`src/rtl/instruction_fetch.sv`:
```
// IF stage: owns the PC, issues word fetches to instruction memory and hands
// {pc, instr} to decode in order through a small FIFO, flushing on EX redirects.
module instruction_fetch #(
  parameter logic [31:0] RESET_PC   = 32'h0000_0000,
  parameter int unsigned FIFO_DEPTH = 2
) (
  input  logic        clk,
  input  logic        clk_en,
  input  logic        rst_n,
  output logic        imem_req_valid,
  input  logic        imem_req_ready,
  output logic [31:0] imem_req_addr,
  input  logic        imem_rsp_valid,
  input  logic [31:0] imem_rsp_data,
  input  logic        redirect_valid,
  input  logic [31:0] redirect_pc,
  output logic        if_valid,
  input  logic        if_ready,
  output logic [31:0] if_pc,
  output logic [31:0] if_instr
);

  localparam int unsigned PW = $clog2(FIFO_DEPTH);
  localparam int unsigned CW = PW + 1;
  localparam logic [CW:0] DEPTH_L = (CW + 1)'(FIFO_DEPTH);

  logic [31:0]   pc;
  logic [31:0]   ifq      [FIFO_DEPTH];
  logic [PW-1:0] ifq_wr, ifq_rd;
  logic [31:0]   fq_pc    [FIFO_DEPTH];
  logic [31:0]   fq_instr [FIFO_DEPTH];
  logic [PW-1:0] fq_wr, fq_rd;
  logic [CW-1:0] fq_cnt;
  logic [CW-1:0] outstanding;
  logic [CW-1:0] drop;

  logic          req_fire, rsp_fire, rsp_keep, pop;
  logic [CW:0]   credit_sum;
  logic          unused_redirect_bits;

  assign unused_redirect_bits = ^redirect_pc[1:0];

  assign credit_sum     = {1'b0, outstanding} + {1'b0, fq_cnt};
  assign imem_req_valid = rst_n & clk_en & ~redirect_valid & (credit_sum < DEPTH_L);
  assign imem_req_addr  = pc;

  assign req_fire = imem_req_valid & imem_req_ready;
  assign rsp_fire = clk_en & imem_rsp_valid;
  assign rsp_keep = rsp_fire & ~redirect_valid & (drop == '0);
  assign pop      = clk_en & if_valid & if_ready & ~redirect_valid;

  assign if_valid = (fq_cnt != '0);
  assign if_pc    = fq_pc[fq_rd];
  assign if_instr = fq_instr[fq_rd];

  always_ff @(posedge clk or negedge rst_n) begin
    if (!rst_n) begin
      pc          <= RESET_PC;
      ifq_wr      <= '0;
      ifq_rd      <= '0;
      fq_wr       <= '0;
      fq_rd       <= '0;
      fq_cnt      <= '0;
      outstanding <= '0;
      drop        <= '0;
      for (int unsigned i = 0; i < FIFO_DEPTH; i++) begin
        ifq[i]      <= '0;
        fq_pc[i]    <= '0;
        fq_instr[i] <= '0;
      end
    end else if (clk_en) begin
      if (redirect_valid) begin
        // Every fetch still in flight is stale; a response landing now is one of them.
        pc          <= {redirect_pc[31:2], 2'b00};
        ifq_wr      <= '0;
        ifq_rd      <= '0;
        fq_wr       <= '0;
        fq_rd       <= '0;
        fq_cnt      <= '0;
        outstanding <= outstanding - CW'(rsp_fire);
        drop        <= outstanding - CW'(rsp_fire);
      end else begin
        if (req_fire) begin
          ifq[ifq_wr] <= pc;
          ifq_wr      <= ifq_wr + 1'b1;
          pc          <= pc + 32'd4;
        end
        if (rsp_keep) begin
          fq_pc[fq_wr]    <= ifq[ifq_rd];
          fq_instr[fq_wr] <= imem_rsp_data;
          fq_wr           <= fq_wr + 1'b1;
          ifq_rd          <= ifq_rd + 1'b1;
        end
        if (pop)
          fq_rd <= fq_rd + 1'b1;
        fq_cnt      <= fq_cnt + CW'(rsp_keep) - CW'(pop);
        outstanding <= outstanding + CW'(req_fire) - CW'(rsp_fire);
        if (rsp_fire && drop != '0)
          drop <= drop - 1'b1;
      end
    end
  end

  // Credit accounting makes a kept response into a full FIFO unreachable.
  assert property (@(posedge clk) disable iff (!rst_n)
    !(rsp_fire && !redirect_valid && drop == '0 && fq_cnt == CW'(FIFO_DEPTH)));

endmodule
```
`config.mk`:
```
export PLATFORM = sky130hd
export DESIGN_NAME = instruction_fetch
export DESIGN_NICKNAME = d
export VERILOG_FILES = /design/src/rtl/instruction_fetch.sv
export SDC_FILE = /design/constraint.sdc
export NUM_CORES = 1
export LEC_CHECK = 0
export ABC_AREA = 1
export CELL_PAD_IN_SITES_DETAIL_PLACEMENT = 0
export CELL_PAD_IN_SITES_GLOBAL_PLACEMENT = 1
export CORE_ASPECT_RATIO = 0.5
export CORE_MARGIN = 3
export CORE_UTILIZATION = 40
export DETAILED_ROUTE_END_ITERATION = 10
export PLACE_DENSITY = 0.9
export SLEW_MARGIN = 40
export SYNTH_ARGS = -nofsm -noshare
export SYNTH_HDL_FRONTEND = slang
export SYNTH_SLANG_ARGS = --single-unit
```
`constraint.sdc`:
```
create_clock -name clk -period 3.5 [get_ports clk]
set_clock_uncertainty 0.2 [all_clocks]
set_input_delay 0.525 -clock clk [delete_from_list [all_inputs] [get_ports clk]]
set_output_delay 0.525 -clock clk [all_outputs]
set_load 0.05 [all_outputs]
```
* After elaboration in Yosys (flattened, before gate mapping)
Cells that the tools add are included.
** Storage, ports and cells
- Bits in registers :: 234
- Input port bits :: 71
- Output and inout bits :: 98
- Word-level logic and storage cells :: 94
** Cells by class
- Add/sub/neg operators :: 12
- Order comparisons :: 7
- Multiplexer cells :: 30
- Bitwise gates (word level) :: 15
- Reduce and logical (&&, ||, !) cells :: 16
** Operators with widths (number)
- 32-bit 2-to-1 mux :: 13
- 64-bit bitwise mux :: 3
- 32-bit demux with 1-bit select :: 2
- 32-bit by 3-bit adder with 32-bit output (second input constant) :: 1
- 2-bit nonzero test :: 6
- 1-bit AND :: 10
- 2-bit greater-or-equal comparator (second input constant) :: 4
- 1-bit 2-to-1 mux :: 8
- 2-bit 2-to-1 mux :: 4
- 1-bit inverter with 2-bit output :: 4
- 2-bit AND reduction :: 4
- 3-bit AND reduction :: 2
- 2-bit by 1-bit subtractor with 2-bit output :: 3
- 1-bit adder (second input constant) :: 4
- 2-bit by 1-bit adder with 2-bit output :: 2
- 2-bit by 1-bit less-than comparator with 1-bit output (second input constant) :: 2
- 2-bit by 2-bit adder with 3-bit output :: 1
- 1-bit logical AND :: 3
- 3-bit by 2-bit less-than comparator with 1-bit output (second input constant) :: 1
- 2-bit zero test :: 1
- 2-bit by 1-bit subtractor with 2-bit output (second input constant) :: 1
- 1-bit inverter :: 1

* Longest topological paths before layout
- Depth in word-level cells :: 7
- Depth in mapped cells :: 13
- Gate-level depth less buffers :: 12

* Worst setup path after synthesis
OpenSTA, ideal clock, no wires.
- Path kind :: register to output
- From :: register fq_cnt[0]
- To :: output port imem_req_valid
- Data arrival time :: 2.496 ns
- Data required time :: 2.775 ns
- Slack :: 0.279 ns
- Cell stages (with the launch flop) :: 5
- Buffers on the path :: 0
- Cells stage by stage :: dfrtp_1 -> nand2_1 -> inv_1 -> fa_1 -> nor4_1
** On the way
- Cells in the longest elaborated chain, start to end :: 3
** RTL lines
- from (decl) :: line 33 : logic [CW-1:0] fq_cnt;
- from (signal assigned) :: line 96 : fq_cnt <= fq_cnt + CW'(rsp_keep) - CW'(pop);
- 2-bit by 2-bit adder with 3-bit output :: line 43 : assign credit_sum = {1'b0, outstanding} + {1'b0, fq_cnt};
- 3-bit by 2-bit less-than comparator with 1-bit output :: line 44 : assign imem_req_valid = rst_n & clk_en & ~redirect_valid & (credit_sum < DEPTH_L);
- 1-bit AND :: line 44
- to (decl) :: line 10 : output logic imem_req_valid,
Every way passes these cells.

* Worst setup path in the final report
- From :: register fq_rd
- To :: output port if_pc[14]
** On the way
- Cells in the longest elaborated chain, start to end :: 4
** RTL lines
- from (decl) :: line 32 : logic [PW-1:0] fq_wr, fq_rd;
- from (signal assigned) :: line 95 : fq_rd <= fq_rd + 1'b1;
- 1-bit inverter with 2-bit output (implied by the code) :: line 53 : assign if_pc = fq_pc[fq_rd];
- 32-bit 2-to-1 mux (implied by the code) (3 in a row) :: line 53
- to (decl) :: line 19 : output logic [31:0] if_pc,
Every way passes these cells. The select of a mux whose other input is x is not followed.

==> results <==
state kept, by name (all words and copies together), names as in the netlist:
| register | count |
|---|---|
| fq_instr | 64 |
| fq_pc | 60 |
| ifq | 60 |
| imem_req_addr | 30 |
| drop | 2 |
| fq_cnt | 2 |
| outstanding | 2 |
| fq_rd | 1 |
| fq_wr | 1 |
| ifq_rd | 1 |
| ifq_wr | 1 |
routing by layer:
metal,up-vias,track usage (%)
met1,4503,28.3
met2,253,31.4
met3,29,3.68
li1,4775,-
met5,-,0
met4,0,3.41
path summary, 6_finish.rpt:
path	from	endpoint	cells past startpoint
worst max-delay path	fq_rd$_DFFE_PN0P_	if_pc[14]	3
worst min-delay path	fq_pc[18]$_DFFE_PN0P_	fq_pc[18]$_DFFE_PN0P_	2
worst max register to register	outstanding[0]$_DFFE_PN0P_	outstanding[1]$_DFFE_PN0P_	12
worst min register to register	fq_pc[18]$_DFFE_PN0P_	fq_pc[18]$_DFFE_PN0P_	2
max in group asynchronous	rst_n	fq_instr[8]$_DFFE_PN0P_	4
min in group asynchronous	rst_n	imem_req_addr[2]$_DFFE_PN0P_	3
worst reg2reg max path: stages (launching register included):
cell and delay (ps):
dfrtp_1 420, nand2_1 90, inv_1 50, fa_1 450
nor3_1 240, nand3_2 110, ha_1 300, inv_1 40
ha_1 180, xnor2_1 130, or2_2 270, nand3_1 70
a31oi_1 80
cell type report:
type,instances,share of cell area (%)
repair buffers,180,13.8
well taps,352,3.21
clock buffers,29,4.72
clock inverters,8,1.22
inverters,154,4.24
multi-input cells,1003,32.0
flip-flops and latches,224,40.9
through the flow:
| step | power (mW) | instances | hold slack, ps |
|---|---|---|---|
| after floorplan | 7.24 | 1457 | 29.4 |
| after global placement | 8.93 | 1911 | 255 |
| after CTS | 11.8 | 1950 | 274 |
| after detailed placement | 9.05 | 1912 | 259 |
| final | 11.7 | 1950 | 272 |
| after global routing | 12.4 | 1950 | 290 |
Yosys cell counts, drive strengths merged:
cell | instances | area share [%]
nor4 | 1 | 0.057
o21a | 17 | 1.2
and2 | 2 | 0.11
conb | 1 | 0.034
o21ai | 218 | 10
nand2 | 582 | 20
buf | 36 | 2.1
clkbuf | 40 | 1.4
fa | 1 | 0.18
xor2 | 1 | 0.080
ha | 7 | 0.80
nand3 | 35 | 1.6
o21bai | 8 | 0.55
nor2 | 94 | 3.5
xnor2 | 3 | 0.24
a21o | 2 | 0.14
or2 | 2 | 0.11
dfrtp | 224 | 51
nor3 | 3 | 0.14
a21oi | 12 | 0.55
a22o | 1 | 0.080
a22oi | 1 | 0.069
o221ai | 1 | 0.080
nand4 | 2 | 0.11
inv | 154 | 5.3
a31oi | 2 | 0.11
o22ai | 4 | 0.23
logic make-up (layout without fill, tap and decap cells):
family                     count (synthesis)  after routing
and+or+nand+nor                          721            721
AOI/OAI and AO/OA                        266            266
buffers and inverters                    230            371
DFF                                      224            224
adders and majority gates                  8              8
xor gates and xnor gates                   4              4
other                                      1              4
where the power goes:
| group | internal (mW) | total (mW) | switching [mW] | leakage (nW) |
|---|---|---|---|---|
| registers | 3.55 | 4.13 | 0.583 | 2.83 |
| clock network | 1.66 | 2.68 | 1.01 | 0.399 |
| logic | 1.60 | 4.84 | 3.24 | 3.43 |
| total | 6.82 | 11.7 | 4.83 | 6.66 |
==> summary.txt <==
Outcome
  • Result of the run: finished clean

CTS
  • CTS max path bufs: 3
  • Sink Count: 224
  • CTS H-tree depth: 1
  • Post-CTS Hold Buffers: 1
  • CTS clk-pin slew, worst paths: 60 ps
  • CTS tree: built
  • Setup Buffers After CTS: 0
  • Worst-Skew Late Latency: 510 ps
  • CTS resizes: 0
  • Clock root buffer: clkbuf_16
  • CTS buffer count: 22

Routing
  • DRT iter0 DRCs: approximately 830
  • DRT met1 WL: around 14 mm
  • # DRC: 0
  • DRT antenna net count: 0
  • Met3 WL post-DR: 1.60 mm
  • DR top layer: met4
  • Vias/cell: 4.90
  • Total number of vias: 9560
  • WL final: 28.7 mm
  • Drt pass-1 iters: 5
  • WL met2: 12.8 mm
  • Routed WL per cell: 14.7 microns

STA
  • Hold Fails Final Rpt: 0
  • Setup-failing EPs final: 0
  • Worst-Margin Slew: slightly below 700 ps
  • Final worst setup slack: 240 ps
  • Fmax: 307 MHz
  • Final Slew Violations: 0
  • Tmin final: about 3300 ps
  • Max-slew headroom: 53.5%
  • Setup TNS: 0 ps
  • RSZ-0062 raised after global routing: no
  • Final Cycle Share: 93.1%

Worst setup path
  • Max incr delay on CP: 880 ps
  • Startpoint types: flip-flop
  • Worst path slowest cell: clkdlybuf4s50_1
  • Critical path arrival: 2540 ps
  • Gate family responsible for the most delay along the worst path: buffers and inverters
  • Crit path kind: flip-flop to output pin
  • Max FO, Critical Path: 86
  • Data required, critical path: between 2000 and 3000 ps
  • Crit end category: output pin
  • R2R Setup Slk: roughly 740 ps
  • Critical path cell sequence: buf_12 -> o21ai_0 -> clkdlybuf4s50_1
  • Worst path bufs/invs: 2

Finish
  • Share of cells above drive strength 1: under 10%
  • Post-layout nets: about 1700
  • Reg area: 5610 sq um
  • Layout Utilization: 51.4%
  • Commonest non-fill, non-tap cell in the layout: nand2_1
  • Antenna cell count: 0
  • Fill count: around 2500
  • Post-route design area: between 10000 and 15000 sq um
  • Commonest cells after routing, fill and taps aside: 581 x nand2_1, 223 x dfrtp_1, 161 x o21ai_0
  • Area of the multi-input gates: 4390 sq um
  • P&R area growth vs syn: 25.4%

Global routing
  • Largest net degree at the start of global routing: 105
  • Tot GR Track Use: 19.6%
  • Remaining Overflow, GRT: 0
  • First-pass GRT wire length: between 40 and 50 mm
  • Initial antenna violation count: 0
  • Vias in the first global route: 9028

Place
  • Placement Setup Slack: approximately 480 ps
  • Count of buffers from port buffering: 162
  • HPWL after detailed placement: 19.4 mm
  • GP Congestion: about 0.89
  • Placed cell area: 12900 sq um

Synth
  • Post-Syn Area: 10900 sq um
  • Post-Synth Simple-Gate Area: between 20 and 30%
  • Post-synthesis sequential area ratio: 51.2%
  • Compound-Gate Fraction of Synth Area: 12.9%
  • Adder-Cell Fraction of Synth Area: 0.983%
  • Yosys warnings: 0
  • #FFs+latches synth: approximately 220
  • Largest family of logic cells by synthesized area: simple AND/OR/NAND/NOR gates
  • Syn Inst Count: 1454
  • Proportion of synthesized area in mux cells: 0%
  • Count of different cell masters after synthesis: 35
  • Synth Area in XOR/XNOR: 0.320%
  • Mapped Avg Cell Area: 7.53 sq um

Pwr
  • Pwr per Cell Area: 849 nW/um^2
  • Peak supply drop: about 390 uV
  • Leak pwr: 6.66 nW

Die
  • Chip height: approximately 120 microns
  • # IOs: 169
  • Overall die width: between 200 and 250 microns
  • Std cell rows: 42
  • Total die area: 29500 sq um
  • Starting Density: 41.0%
  • Area of the core: 26700 sq um

Min path
  • Worst Hold Class: flip-flop to flip-flop

Job
  • Number of max-cap violations: 0
Note: power is estimated with default switching activity, not from simulation.
==> RTL change 1: new RTL, config.mk and constraints unchanged <==
Make the reset (`rst_n`) synchronous in one clocked block.
--- a/src/rtl/instruction_fetch.sv
+++ b/src/rtl/instruction_fetch.sv
@@ -54,5 +54,5 @@
   assign if_instr = fq_instr[fq_rd];
 
-  always_ff @(posedge clk or negedge rst_n) begin
+  always_ff @(posedge clk) begin
     if (!rst_n) begin
       pc          <= RESET_PC;
Formal check against the unedited RTL: differs if rst_n is asserted again (counterexample within 4 cycles, from zero or initial values and one cycle with rst_n low); with rst_n held inactive, the same outputs for 4 cycles.
==> RTL change 1 against the unedited design <==
  * Design area decreased by 3.4%
  * Sequential cell count is 2 higher
  * Synthesized area shrank 2.9%
  * Worst setup slack better by 0.21 ns
  * Wire length fell by 13%
  * Final cell count down 21%
  * Critical path type unchanged
  * Critical endpoint is now if_pc[22]
  * Highest routed layer unchanged
Power is not compared: it rests on default switching activity, and its combinational part moved more than twofold at a synthesized area within 25%.
==> RTL change 1: results (changes against the unedited design) <==
Peak supply drop=0.2487 mV; First-pass DRT Iterations=5 (unchanged); vias in the first global route=7304 (was 9028); first-pass GRT wire length=39090 um (was 46720 um); Worst path slowest cell=clkdlybuf4s50_1 (unchanged); number of synthesized flops with an enable pin=184 (was 0); outcome=complete, no violations (unchanged); fraction of layout cells with a size suffix above 1=0.1272 (was 0.06571); crit path to=if_pc[22] (was if_pc[14]); Synth top cells by count=nor2_1 (230), edfxtp_1 (184), nand2_1 (167), inv_1 (89), mux2_2 (62) (was nand2_1 (581), dfrtp_1 (224), o21ai_0 (161), inv_1 (148), nor2_1 (88)); Netlist cell types=37 (was 35); # placed instances=1506 (was 1912); Seq/Total Area, Yosys=0.5988 (was 0.5122); Top FF cell, synth=edfxtp_1 (was dfrtp_1); reg-to-reg slack, setup=0.81 ns (was 0.74 ns); Yosys top cell by area=edfxtp_1 (was dfrtp_1); fraction of the mapped netlist area in compound gates=0.04096 (was 0.1294); Placer Congestion=0.8987 (was 0.8877); CTS Buf Count=23 (was 22); ranking of synthesized cells by area=edfxtp_1 (52%), nor2_1 (8.1%), dfxtp_1 (7.9%) (was dfrtp_1 (51%), nand2_1 (20%), o21ai_0 (7.4%)); met1 wire length=11020 um (was 13910 um); Total Wirelength=24880 um (was 28670 um); Longest Clk Path Bufs=3 (unchanged); worst hold start=ifq_rd (was fq_pc[18]); syn avg cell area=10.28 um^2 (was 7.527 um^2); met3 wire length=1047 um (was 1596 um); Hold WS=0.2584 ns (was 0.2715 ns); Final Cycle Share=0.8718 (was 0.9314); met3 usage=0.02657 (was 0.03677); worst stage delay on the critical path=0.72 ns (was 0.88 ns); DR iter-0 viols=626 (was 834); met2 Use GR=0.2883 (was 0.3141); post-DP HPWL=16750 um (was 19440 um); Reg2Reg Capture Point=outstanding[1] (unchanged); worst r2r src=outstanding[0] (unchanged); Setup CP Type=reg -> out (unchanged); adder-cell share of the synthesized area=0.01012 (was 0.009832); largest net degree at the start of global routing=64 (was 105); endpoint of the worst hold path=ifq_rd (was fq_pc[18]); Net count, final=1266 (was 1664); Total GRT Usage=0.1705 (was 0.1959); top sig layer=met4 (unchanged); XOR/XNOR Fraction of Synth Area=0.002471 (was 0.003201); WL/cell=16.08 um (was 14.70 um); Post-synth ARST share=0 (was 1.000); mux cell area share after synthesis=0.09392 (was 0); worst slack at placement=0.5277 ns (was 0.4835 ns); Placed Area=12550 um^2 (was 12900 um^2); crit-path max FO=62 (was 86); post-CTS sizing=0 (unchanged); hold depth=1 (was 2); actual slew at the worst max-slew pin=0.7306 ns (was 0.6962 ns); vias per cell=4.884 (was 4.903); GR Layer Usage met1=0.2287 (was 0.2828); metal2 WL=12140 um (was 12770 um)
==> RTL change 1: cell count changes after synthesis, moves of 59 or more <==
cell / change
dfrtp_1: -224
edfxtp_1: +184
inv_1: -59
mux2_2: +62
nand2_1: -414
nor2_1: +142
o21ai_0: -129
==> RTL change 1: where the power goes <==
group          total [mW]  internal [mW]  switching [mW]
Sequential           3.07           3.01          0.0562
Clock                2.35           1.36           0.996
Combinational       0.738          0.261           0.477
Total                6.16           4.63            1.53
==> RTL change 1: worst register-to-register path, cell delays in order (launching register included) <==
cell	delay (ns)
dfxtp_1	0.38
nand2_1	0.07
inv_1	0.07
fa_1	0.44
nor3_4	0.21
nand3_2	0.14
ha_1	0.31
inv_1	0.04
ha_1	0.18
xnor2_1	0.14
or2_2	0.28
nand3_1	0.08
a21oi_1	0.07
==> RTL change 1: cell type report <==
type	instances	area [um^2]
flip-flops and latches	226	6367
inverters	93	349.1
well taps	344	430.4
clock buffers	29	598.1
repair buffers	177	1782
clock inverters	12	111.4
fillers	2217	12390
multi-input cells	666	3617
==> RTL change 2: new RTL, config.mk and constraints unchanged <==
Without the edit above. `FIFO_DEPTH`: 2 -> 4.
--- a/src/rtl/instruction_fetch.sv
+++ b/src/rtl/instruction_fetch.sv
@@ -3,5 +3,5 @@
 module instruction_fetch #(
   parameter logic [31:0] RESET_PC   = 32'h0000_0000,
-  parameter int unsigned FIFO_DEPTH = 2
+  parameter int unsigned FIFO_DEPTH = 4
 ) (
   input  logic        clk,
Behaviour: not the same (a bounded check fails within 4 cycles, from zero or initial values and one cycle with rst_n low).
==> RTL change 2 against the unedited design <==
  * Sequential share of layout area up 4.0 points
  * Total power increased by 47%
  * Sequential cell count up 191
  * Register-to-register slack got worse by 0.13 ns
  * Critical path depth is 2 higher
  * Design area grew 69%
  * Largest cell class unchanged
  * Utilization shrank 2.9 points
  * Count of clock-buffer cells in the layout up 27
  * Hold slack improved by 0.015 ns
  * Synthesized area increased by 80%
  * Worst setup slack better by 0.16 ns
  * Via count rose by 55%
  * Wire length is 74% higher
  * Clock power rose by 67%
==> RTL change 2: results (changes against the unedited design) <==
met3 wire length=2370 um (was 1596 um); met2 Use GR=0.3125 (was 0.3141); Synth top cells by count=dfrtp_1 (415), nand2_1 (317), nor2_1 (266), o21ai_0 (218), mux2_2 (212) (was nand2_1 (581), dfrtp_1 (224), o21ai_0 (161), inv_1 (148), nor2_1 (88)); fraction of the mapped netlist area in compound gates=0.1372 (was 0.1294); GR Layer Usage met1=0.2630 (was 0.2828); XOR/XNOR Fraction of Synth Area=0.002660 (was 0.003201); H-tree depth=2 (was 1); fraction of layout cells with a size suffix above 1=0.1848 (was 0.06571); met1 wire length=23080 um (was 13910 um); worst stage delay on the critical path=0.54 ns (was 0.88 ns); outcome=complete, no violations (unchanged); crit-path max FO=56 (was 86); Total GRT Usage=0.1912 (was 0.1959); largest net degree at the start of global routing=128 (was 105); worst slack at placement=0.2295 ns (was 0.4835 ns); # placed instances=2702 (was 1912); Top FF cell, synth=dfrtp_1 (unchanged); Power Density=740.4 nW/um^2 (was 849.0 nW/um^2); biggest regs=fq_instr: 128 flops, fq_pc: 120 flops, ifq: 120 flops (was fq_instr: 64 flops, fq_pc: 60 flops, ifq: 60 flops); CP top delay family=buffers and inverters (unchanged); vias in the first global route=14780 (was 9028); FILL cells=4424 (was 2464); adder-cell share of the synthesized area=0.01406 (was 0.009832); syn avg cell area=9.892 um^2 (was 7.527 um^2); CTS Buf Count=40 (was 22); first-pass GRT wire length=80610 um (was 46720 um); post-DP HPWL=31530 um (was 19440 um); Net count, final=2199 (was 1664); metal2 WL=23360 um (was 12770 um); worst skew pair latency=0.55 ns (was 0.51 ns); slew margin rel.=0.5575 (was 0.5353); met3 usage=0.03603 (was 0.03677); ranking of synthesized cells by area=dfrtp_1 (53%), mux2_2 (12%), nand2_1 (6.0%) (was dfrtp_1 (51%), nand2_1 (20%), o21ai_0 (7.4%)); Total Wirelength=49830 um (was 28670 um); Worst path slowest cell=dfrtp_4 (was clkdlybuf4s50_1); Leak=10.66 nW (was 6.658 nW); Non-Filler Instances=2776 (was 1950); n_diodes=0 (unchanged)
==> RTL change 2: final cells by class <==
class	instances	area share
flip-flops and latches	415	0.4483
multi-input cells	1386	0.3651
repair buffers	196	0.08341
clock buffers	56	0.04886
well taps	638	0.03444
inverters	68	0.01107
clock inverters	17	0.008854
==> RTL change 2: final timing paths <==
| path | cells after the start | slack [ns] | from | end |
|---|---|---|---|---|
| setup / recovery | 5 | 0.40 | fq_rd[0] | if_pc[7] |
| hold / removal | 1 | 0.29 | fq_instr[127] | fq_instr[127] |
| setup reg to reg | 13 | 0.61 | fq_cnt[1] | outstanding[2] |
| hold reg to reg | 1 | 0.29 | fq_instr[127] | fq_instr[127] |
| max in group asynchronous | 5 | 1.21 | rst_n | fq_instr[42] |
| min in group asynchronous | 3 | 0.36 | rst_n | drop[2] |
==> RTL change 2: where the power goes <==
group / switching, mW / internal, mW / total (mW)
Clock: 1.95 / 2.52 / 4.47
Sequential: 0.598 / 5.71 / 6.31
Combinational: 4.27 / 2.11 / 6.38
